===== src/rtl/spi_fifo_ctrl.sv =====
// spi_fifo_ctrl: two-requester round-robin FIFO answering one-cycle SPI read pulses with a registered word.
// Define SPI_FIFO_CTRL_TAG_EN to replace bit 15 of each stored word with its source id.
module spi_fifo_ctrl #(
  parameter int          DEPTH      = 8,
  parameter logic [15:0] EMPTY_WORD = 16'h0000
) (
  input  logic                     sys_clk,
  input  logic                     sys_rst,
  input  logic [15:0]              req0_data,
  input  logic                     req0_valid,
  input  logic [15:0]              req1_data,
  input  logic                     req1_valid,
  input  logic                     flag_rd_fifo,
  output logic [15:0]              fifo_data,
  output logic                     flag_fifo_data,
  output logic [$clog2(DEPTH):0]   level,
  output logic                     empty,
  output logic                     full,
  output logic                     ovf,
  input  logic                     clr_ovf
);
  localparam int AW = $clog2(DEPTH);
  localparam int LW = AW + 1;
  logic [15:0]   mem_q [DEPTH];
  logic [AW-1:0] wptr_q, wptr_d, rptr_q, rptr_d;
  logic [LW-1:0] level_q, level_d;
  logic [15:0]   hold0_q, hold0_d, hold1_q, hold1_d, fifo_data_q, fifo_data_d, wdata;
  logic          hv0_q, hv0_d, hv1_q, hv1_d, last_q, last_d, ovf_q, ovf_d, flag_q, flag_d;
  logic          pop, gnt, wr, keep0, keep1, drop;
  always_comb begin
    pop = flag_rd_fifo && level_q != '0;
    gnt = hv1_q && (!hv0_q || !last_q);
    wr = (hv0_q || hv1_q) && (level_q != LW'(DEPTH) || pop);
`ifdef SPI_FIFO_CTRL_TAG_EN
    wdata = {gnt, gnt ? hold1_q[14:0] : hold0_q[14:0]};
`else
    wdata = gnt ? hold1_q : hold0_q;
`endif
    // a holding register freed by this cycle's write can take a new word at once
    keep0 = hv0_q && !(wr && !gnt);
    keep1 = hv1_q && !(wr && gnt);
    drop = (req0_valid && keep0) || (req1_valid && keep1);
    hold0_d = (req0_valid && !keep0) ? req0_data : hold0_q;
    hold1_d = (req1_valid && !keep1) ? req1_data : hold1_q;
    hv0_d = keep0 || req0_valid;
    hv1_d = keep1 || req1_valid;
    last_d = wr ? gnt : last_q;
    ovf_d = drop || (ovf_q && !clr_ovf);
    wptr_d = wptr_q + AW'(wr);
    rptr_d = rptr_q + AW'(pop);
    level_d = level_q + LW'(wr) - LW'(pop);
    fifo_data_d = flag_rd_fifo ? (pop ? mem_q[rptr_q] : EMPTY_WORD) : fifo_data_q;
    flag_d = flag_rd_fifo;
  end
  always_ff @(posedge sys_clk) begin
    if (wr) mem_q[wptr_q] <= wdata;
  end
  always_ff @(posedge sys_clk or posedge sys_rst) begin
    if (sys_rst) begin
      wptr_q <= '0;
      rptr_q <= '0;
      level_q <= '0;
      hold0_q <= '0;
      hold1_q <= '0;
      hv0_q <= 1'b0;
      hv1_q <= 1'b0;
      last_q <= 1'b1;
      ovf_q <= 1'b0;
      fifo_data_q <= '0;
      flag_q <= 1'b0;
    end else begin
      wptr_q <= wptr_d;
      rptr_q <= rptr_d;
      level_q <= level_d;
      hold0_q <= hold0_d;
      hold1_q <= hold1_d;
      hv0_q <= hv0_d;
      hv1_q <= hv1_d;
      last_q <= last_d;
      ovf_q <= ovf_d;
      fifo_data_q <= fifo_data_d;
      flag_q <= flag_d;
    end
  end
  assign fifo_data = fifo_data_q;
  assign flag_fifo_data = flag_q;
  assign level = level_q;
  assign empty = level_q == '0;
  assign full = level_q == LW'(DEPTH);
  assign ovf = ovf_q;
endmodule


===== config.mk =====
export PLATFORM = sky130hd
export DESIGN_NAME = spi_fifo_ctrl
export DESIGN_NICKNAME = d
export VERILOG_FILES = /design/src/rtl/spi_fifo_ctrl.sv
export SDC_FILE = /design/constraint.sdc
export NUM_CORES = 1
export LEC_CHECK = 0
export BUFFER_PORTS_ARGS = -buffer_cell sky130_fd_sc_hd__buf_2
export CAP_MARGIN = 20
export CORE_MARGIN = 2
export CORE_UTILIZATION = 30
export CTS_CLUSTER_DIAMETER = 60
export DETAILED_ROUTE_END_ITERATION = 10
export GPL_TIMING_DRIVEN = 0
export PLACE_DENSITY = 0.5
export SLEW_MARGIN = 20
export SYNTH_ARGS = -nofsm -noshare
export SYNTH_HDL_FRONTEND = slang
export SYNTH_SLANG_ARGS = --single-unit

===== constraint.sdc =====
create_clock -name sys_clk -period 2.9 [get_ports sys_clk]
set_input_delay 0.145 -clock sys_clk [delete_from_list [all_inputs] [get_ports sys_clk]]
set_output_delay 0.145 -clock sys_clk [all_outputs]
set_load 0.03 [all_outputs]

* After elaboration in Yosys (flattened, before gate mapping)
Memory sizes are Yosys's and may differ from the RTL's. Index checks and enable logic that the tools add are counted.
Storage, ports and cells: flip-flop bits (word level) 63, RAM bits 128, input port bits 38, output and inout port bits 24, logic and storage cells 51, memories 1
Operators by class: add/subtract/negate cells 4, equal/unequal tests 2, muxes and demuxes 4, reductions and logical operators 29
Memory list:
- mem_q | words 8, width 16, rd ports 1, clocked after memory_dff 0, wr ports 1, RTL line 24 | logic [15:0] mem_q [DEPTH];
Operators with widths (count):
- $mux W16 | 2
- $logic_and A1 B1 Y1 | 12
- $logic_not A1 Y1 | 8
- $logic_or A1 B1 Y1 | 7
- $add A3 B1 Y3 | 2
- $add A4 B1 Y4 | 1
- $eq A4 B4 Y1 const B | 1
- $logic_not A4 Y1 | 1
- $ne A4 B4 Y1 const B | 1
- $reduce_bool A4 Y1 | 1
- $sub A4 B1 Y4 | 1
- $mux W1 | 2

* Logic depth before layout (Yosys ltp)
Gate-level depths: netlist (run 1).
depth after elaboration 10, gate-level depth with buffers 13, gate-level depth less buffers 11

* Worst setup path after synthesis (run 1)
Ideal clock, no wire load.
path kind register to register, start register level_q[2], in the netlist level[2], end memory mem_q[0][0], enable pin, library setup time 0.430 ns, data arrival time 2.894 ns, required time 2.470 ns, setup slack -0.424 ns, cell stages (with the launch flop) 7, path buffers 0, clock period less this slack 3.324 ns, cells stage by stage dfrtp_1 -> inv_1 -> ha_1 -> nor3b_4 -> nand2_4 -> o21ai_1 -> nor4_1
On the way: word-level cells in the longest chain between the ends 6, elaborated cells between the ends (all ways) 7, those cells by class 1 x eq/ne; 2 x mux; 4 x reduce/logical
Ends and longest elaborated chain:
- start: declaration | RTL line 26 | logic [LW-1:0] level_q, level_d;
- start signal: assignment | RTL line 74 | level_q <= level_d;
- $reduce_bool A4 Y1 | RTL line 31 | pop = flag_rd_fifo && level_q != '0;
- $logic_and A1 B1 Y1 | RTL line 31
- $logic_or A1 B1 Y1 (*) | RTL line 33 | wr = (hv0_q || hv1_q) && (level_q != LW'(DEPTH) || pop);
- $logic_and A1 B1 Y1 (*) | RTL line 33
- $mux W1 (*) | RTL line 56 | if (wr) mem_q[wptr_q] <= wdata;
- $mux W1 (not written as such) (*) | RTL line 56
- end: declaration | RTL line 24
Every way passes the cells marked *; elsewhere a longest branch is shown, timed or not.

* Worst setup path after layout (run 1)
start register level_q[2], in the netlist level[2], end register level_q[2], in the netlist level[2]
On the way: word-level cells in the longest chain between the ends 6, elaborated cells between the ends (all ways) 7, those cells by class 2 x add/sub; 1 x eq/ne; 4 x reduce/logical
Ends and longest elaborated chain:
- $reduce_bool A4 Y1 | RTL line 31
- $logic_and A1 B1 Y1 | RTL line 31
- $logic_or A1 B1 Y1 | RTL line 33
- $logic_and A1 B1 Y1 | RTL line 33
- $add A4 B1 Y4 | RTL line 51 | level_d = level_q + LW'(wr) - LW'(pop);
- $sub A4 B1 Y4 (*) | RTL line 51
- net level_d[2] | RTL line 26
Mark *: on every way through the listed nets, which the timed path passes. The rest lies on a longest branch. A chain may end at the register's enable or synchronous reset.

==> run metrics, run 1 <==
status=finished clean; Fmax achieved=377 MHz; Max Cap Viol=0; final design utilization=37.9%; Worst Hold Launch=clr_ovf; pre-CTS WS=0.0827 ns; M2 GR Usage=20.6%; Synth area leaders=edfxtp_1 50%, dfrtp_1 20%, mux4_2 8.8%; syn nets=454; CP Capture Type=flip-flop; CP Launch Point=level[2]$_DFF_PP0_; Num CTS Buffers=17; top-count cell post-synth=edfxtp_1; RSZ-0062 raised after global routing=no; LEAKAGE=0.00368 uW; layout cells sized above 1=38.8%; DRC Markers=0; CP Cell Sequence=inv_1 -> ha_1 -> nor3b_2 -> nand2b_1 -> buf_2 -> buf_4 -> inv_1 -> ha_1 -> inv_1 -> ha_1 -> inv_1 -> fa_1 -> xnor2_1; initial antenna violation count=0; I/O Buffers=61; die area=26,900 sq um; largest net degree at the start of global routing=39; gpl congestion=0.678; Avg WL per Cell=17.7 microns; Nets=583; PD cells=1190 nW/um^2; TritonRoute pass-1 iters=4; H-tree depth=4; Post-Route WL=15.5 mm; syn avg cell area=19.0 sq um; CP required=3.21 ns; CTS sink cnt=191; drt via density=4.44; busiest grt layer=met2; post-synthesis async set-or-reset flop share=33.0%; Worst VDD drop=0.000476 V; Chip Width=164 microns; P&R area growth vs syn=24.2%; Tcrit/Tclk final=91.4%; first-pass GRT wire length=24.5 mm; Worst Setup Path Type=flip-flop to flip-flop; Worst Tran Pin Value=0.825 ns; violation count after the first detailed-route iteration=178; clk slew on worst S/H paths=0.07 ns; clk root buf=clkbuf_16; EDFF count, synth=128; Crit path largest cell delay=0.38 ns; share of the synthesized area in the top cell type=50.0%; gr usage total=12.5%; DP Wirelength=11.0 mm; HP Class=input pin to flip-flop; DR vias=3,892; clock buffer depth=2; Top cell by count, worst path=inv_1; Synth cell types=40; Seq cells post-synth=191; Worst path top cell family by delay=adder cells; prevailing post-synth register cell=edfxtp_1; vias in the first global route=4,290; Die Y=164 microns; final setup margin=0.250 ns; area leader, netlist=edfxtp_1; Synth Warn #=0; Core Rows=58; most common library cells after synthesis=128 x edfxtp_1, 62 x dfrtp_1, 30 x mux4_2, 28 x mux2_2, 27 x inv_1; antenna fix cells=0; fill count=2,301; final total power=11,400 uW; Slew headroom=45.0%; final setup fails=0; M1 GR Usage=16.5%; fin cells=877; Post-CTS Setup Inserts=0; Congestion Overflow GR=0; # placed instances=809; latest clock arrival within the worst-skew pair=0.42 ns; number of I/O pins=62; minimum clock period=2.65 ns; Setup Skew=0.00526 ns; core area=25,200 sq um; Crit-path slowest cell=fa_1; Final Max Tran Viols=0; Synth Cell Area=7680 sq um; CP Buf/Inv Count=6; Worst EP arrival=2.96 ns; CTS tree=yes; Final Hold Vio Count=0; Post-Synthesis Cells=405; RR Startpoint=level[2]$_DFF_PP0_; critical path peak fanout=10; met3 global-route usage=2.80%; sequential fraction of the synthesis area=70.6%; Routed Antenna Nets=0; starting density of the core=30.5%; Worst setup SP type=flip-flop
worst register-to-register path, delay by kind of cell, from the launching register on:
family | cells | cell delay [ns]
adder cells (fa/ha/maj) | 4 | 0.96
XOR/XNOR | 1 | 0.13
flip-flops | 1 | 0.37
buffers and inverters | 6 | 0.76
AND/OR/NAND/NOR | 2 | 0.30
per-layer routing:
layer | vias up | wire, microns | part of all wire (%)
met4 | 0 | 177 | 1.1
li1 | 1816 | - | -
met3 | 16 | 667 | 4.3
met1 | 1983 | 7050 | 46
met2 | 77 | 7600 | 49
met5 | - | 0 | 0
cell type report:
class	count	area, sq um	area share (%)
Tap cell	330	413	4.33
Clock buffer	18	429	4.50
Multi-Input combinational cell	170	2100	22.0
Clock inverter	14	143	1.50
Buffer	17	115	1.21
Sequential cell	191	5420	56.8
Inverter	27	104	1.09
Timing Repair Buffer	110	813	8.53
placed cells by master, fill, tap and decap left out, drive strengths merged, types with 2 or more instances in the layout:
cell,Yosys,routed
nand2,8,8
mux2i,19,19
buf,14,88
nor2,4,4
bufinv,0,2
clkinvlp,0,4
nand3b,2,2
dfrtp,62,62
mux2,48,48
dlygate4sd3,0,36
mux4,30,30
nand2b,4,4
edfxtp,128,128
a21o,2,2
ha,10,10
a31oi,3,3
inv,27,29
nor3b,2,2
clkbuf,3,21
nor2b,2,2
o22ai,16,16
nor3,4,4
clkinv,0,6
xor2,3,3
a21oi,3,3
what timing repair did:
| item | 4_1_cts | 5_1_grt |
|---|---|---|
| hold endpoints to repair | 60 | 0 |
| setup endpoints to repair | 0 | 3 |
| hold buffers | 36 | 0 |
| resized for setup | 0 | 2 |
cell families after synthesis:
kind of cell	synth area share, %
flip-flops	70.6
multiplexers	19.3
buffers and inverters	2.79
AND/OR/NAND/NOR	2.39
AO/OA/AOI/OAI	2.62
adder cells (fa/ha/maj)	1.89
XOR/XNOR	0.456
flip-flops by register name (all words and copies together), names as in the netlist:
signal          flops
hold0_q            16
hv0_q               1
level               4
ovf                 1
flag_fifo_data      1
fifo_data          16
rptr_q              3
hv1_q               1
hold1_q            16
wptr_q              3
last_q              1
mem_q             128
per-stage QoR:
| step | hold WS [ns] | setup TNS (ns) | cell area, sq um |
|---|---|---|---|
| floorplan | 0.176 | -1.38 | 7700 |
| global placement | 0.265 | -78.16 | 8420 |
| detailed placement | 0.169 | 0 | 8600 |
| CTS | 0.00776 | 0 | 9540 |
| global route | 0.0212 | 0 | 9540 |
| finish | 0.0343 | 0 | 9540 |
where the power goes:
| group | internal, uW | switching [uW] | total, uW |
|---|---|---|---|
| clock | 1270 | 992 | 2260 |
| combinational | 1840 | 2360 | 4210 |
| sequential | 4490 | 413 | 4900 |
path summary, 6_finish.rpt:
kind	endpoint	slack, ns	cells past startpoint
setup reg to reg	level[2]$_DFF_PP0_	0.25	13
hold reg to reg	hold1_q[12]$_DFFE_PP0P_	0.50	1
hold / removal	ovf$_DFF_PP0_	0.03	3
max in group asynchronous	last_q$_DFFE_PP1P_	2.08	4
setup / recovery	level[2]$_DFF_PP0_	0.25	13
min in group asynchronous	level[3]$_DFF_PP0_	0.25	3
Note: power is estimated with default switching activity, not from simulation.
==> run 2, diff against run 1 <==
CORE_MARGIN = 4   (was 2)
==> run 2 against run 1 <==
Register-to-register slack is essentially flat. Combinational power is essentially flat. Cell count fell by 0.11%. Global-route usage shrank 0.85 points. Hold slack worse by 0.012 ns. Wire length grew 0.63%. Maximum frequency decreased by 0.22%. Setup slack got worse by 0.0058 ns. Clock skew grew 0.0086 ns. First-iteration DRC count down 0.56%. Die area is 4.9% higher.
==> run metrics, run 2 (synthesis gave the netlist of run 1 again) <==
net switching power=3920 uW; CTS tree=yes; HP Class=input pin to flip-flop; CP Buf/Inv Count=6; clock share of power=20.7%; layout cells sized above 1=38.8%; Worst path top cell family by delay=adder cells; final setup fails=0; CP required=3.22 ns; H-tree depth=4; PD cells=1200 nW/um^2; Slew headroom=48.9%; cells on worst reg2reg path=13; fin cells=876; die area=28,200 sq um; starting density of the core=30.5%; Fmax achieved=377 MHz; Num CTS Buffers=17; Worst setup SP type=flip-flop; number of I/O pins=62; largest net degree at the start of global routing=34; Setup Skew=0.0139 ns; Worst Setup Path Type=flip-flop to flip-flop; core area=25,200 sq um; clock buffer depth=2; drt via density=4.46; Avg WL per Cell=17.8 microns; clk root buf=clkbuf_16; DR vias=3,904; Max Cap Viol=0; final design utilization=38.0%; CP Capture Type=flip-flop; final total power=11,500 uW; DRC Markers=0; first-pass GRT wire length=24.8 mm; final setup margin=0.244 ns; R2R Setup Slk=0.24 ns; CP Cell Sequence=inv_1 -> ha_1 -> nor3b_2 -> nand2b_1 -> buf_2 -> clkbuf_4 -> inv_1 -> ha_1 -> inv_1 -> ha_1 -> inv_1 -> fa_1 -> xnor2_1; latest clock arrival within the worst-skew pair=0.44 ns; violation count after the first detailed-route iteration=177; vias in the first global route=4,270; initial antenna violation count=0; Chip Width=168 microns; logic gate share of total power=36.7%; Worst Tran Pin Value=0.767 ns; most frequent cells in the layout=128 x edfxtp_1, 70 x buf_2, 62 x dfrtp_1, 36 x dlygate4sd3_1, 30 x mux4_2; pre-CTS WS=0.121 ns; Min-Delay Path Depth=3; Worst EP arrival=2.98 ns; Switching Fraction=34.1%; Flop pwr share=42.6%; Core Rows=58; I/O Buffers=61; P&R area growth vs syn=24.7%; clk slew on worst S/H paths=0.07 ns; status=finished clean; # placed instances=808; CTS sink cnt=191; Post-CTS Setup Inserts=0; Routed Antenna Nets=0; Final Max Tran Viols=0; final setup TNS=0 ns; Crit path largest cell delay=0.38 ns; Tcrit/Tclk final=91.6%; Hold Path End=ovf$_DFF_PP0_; Worst VDD drop=0.000485 V; Nets=582; minimum clock period=2.66 ns; Worst Hold Launch=clr_ovf; Final Hold Vio Count=0; most common cell after layout, fill and taps aside=edfxtp_1; Post-Route WL=15.6 mm; Largest Register=mem_q; critical path peak fanout=10; internal power=7570 uW; Top cell by count, worst path=inv_1; DP Wirelength=11.0 mm; Die Y=168 microns; reg2reg end=level[2]$_DFF_PP0_; Congestion Overflow GR=0; antenna fix cells=0; RSZ-0062 raised after global routing=no; LEAKAGE=0.00370 uW; gr usage total=11.6%; TritonRoute pass-1 iters=4; gpl congestion=0.707; RR Startpoint=level[2]$_DFF_PP0_; max reg flops=128; Crit-path slowest cell=fa_1
-- run 2: cell count changes in the layout (fill, tap and decap cells not counted), moves of 3 or more --
cell	delta
buf_4	-3
clkinv_2	-4
clkinv_8	+4
clkinvlp_4	-4
-- run 2: final cells by class --
class	count	area, sq um
multi-input cells	170	2100
repair buffers	109	806
plain buffers	17	115
clock inverters	15	193
fillers	2287	15600
inverters	27	104
flip-flops and latches	191	5420
well taps	330	413
clock buffers	17	425
-- run 2: worst max path at each step --
stage	start	to	slack, ns	depth (start not counted)
final	level[2]$_DFF_PP0_	level[2]$_DFF_PP0_	0.24	13
after global routing	level[2]$_DFF_PP0_	level[1]$_DFF_PP0_	0.01	13
after CTS	level[2]$_DFF_PP0_	level[2]$_DFF_PP0_	0.11	13
after detailed placement	level[2]$_DFF_PP0_	level[2]$_DFF_PP0_	0.12	13
after global placement	level[2]$_DFF_PP0_	mem_q[2][3]$_DFFE_PP_	-1.12	6
after floorplan	level[2]$_DFF_PP0_	mem_q[2][0]$_DFFE_PP_	-0.03	6
-- run 2: power groups by stage --
| stage | clock, uW | combinational, uW | sequential [uW] |
|---|---|---|---|
| after global routing | 2560 | 4620 | 5010 |
| after floorplan | 0 | 2660 | 5140 |
| final | 2380 | 4210 | 4890 |
| after CTS | 2440 | 4330 | 4910 |
| after global placement | 0 | 4000 | 4920 |
| after detailed placement | 0 | 4280 | 4960 |
-- run 2: tightest hold or removal path: stages --
cell and delay (ns):
buf_2 0.10, inv_1 0.04, a221o_1 0.14
-- run 2: metrics by stage --
step / hold slack, ns / instance area [sq um]
after global routing: 0.0317 / 9580
after detailed placement: 0.186 / 8600
after floorplan: 0.176 / 7700
final: 0.0227 / 9580
after global placement: 0.265 / 8420
after CTS: 0.00867 / 9580
-- run 2: layer usage --
metal | vias up | track usage, % | share of wire, %
li1 | 1823 | - | -
met1 | 2008 | 15.1 | 45
met2 | 61 | 19.2 | 50
met3 | 12 | 2.63 | 3.0
met4 | 0 | 4.13 | 1.5
met5 | - | 0 | 0
-- run 2: repair_timing --
| action | 4_1_cts | 5_1_grt |
|---|---|---|
| hold buffers | 36 | 0 |
| endpoints found under the hold margin | 64 | 0 |
| gates resized for setup | 0 | 1 |
| endpoints found under the setup margin | 0 | 2 |
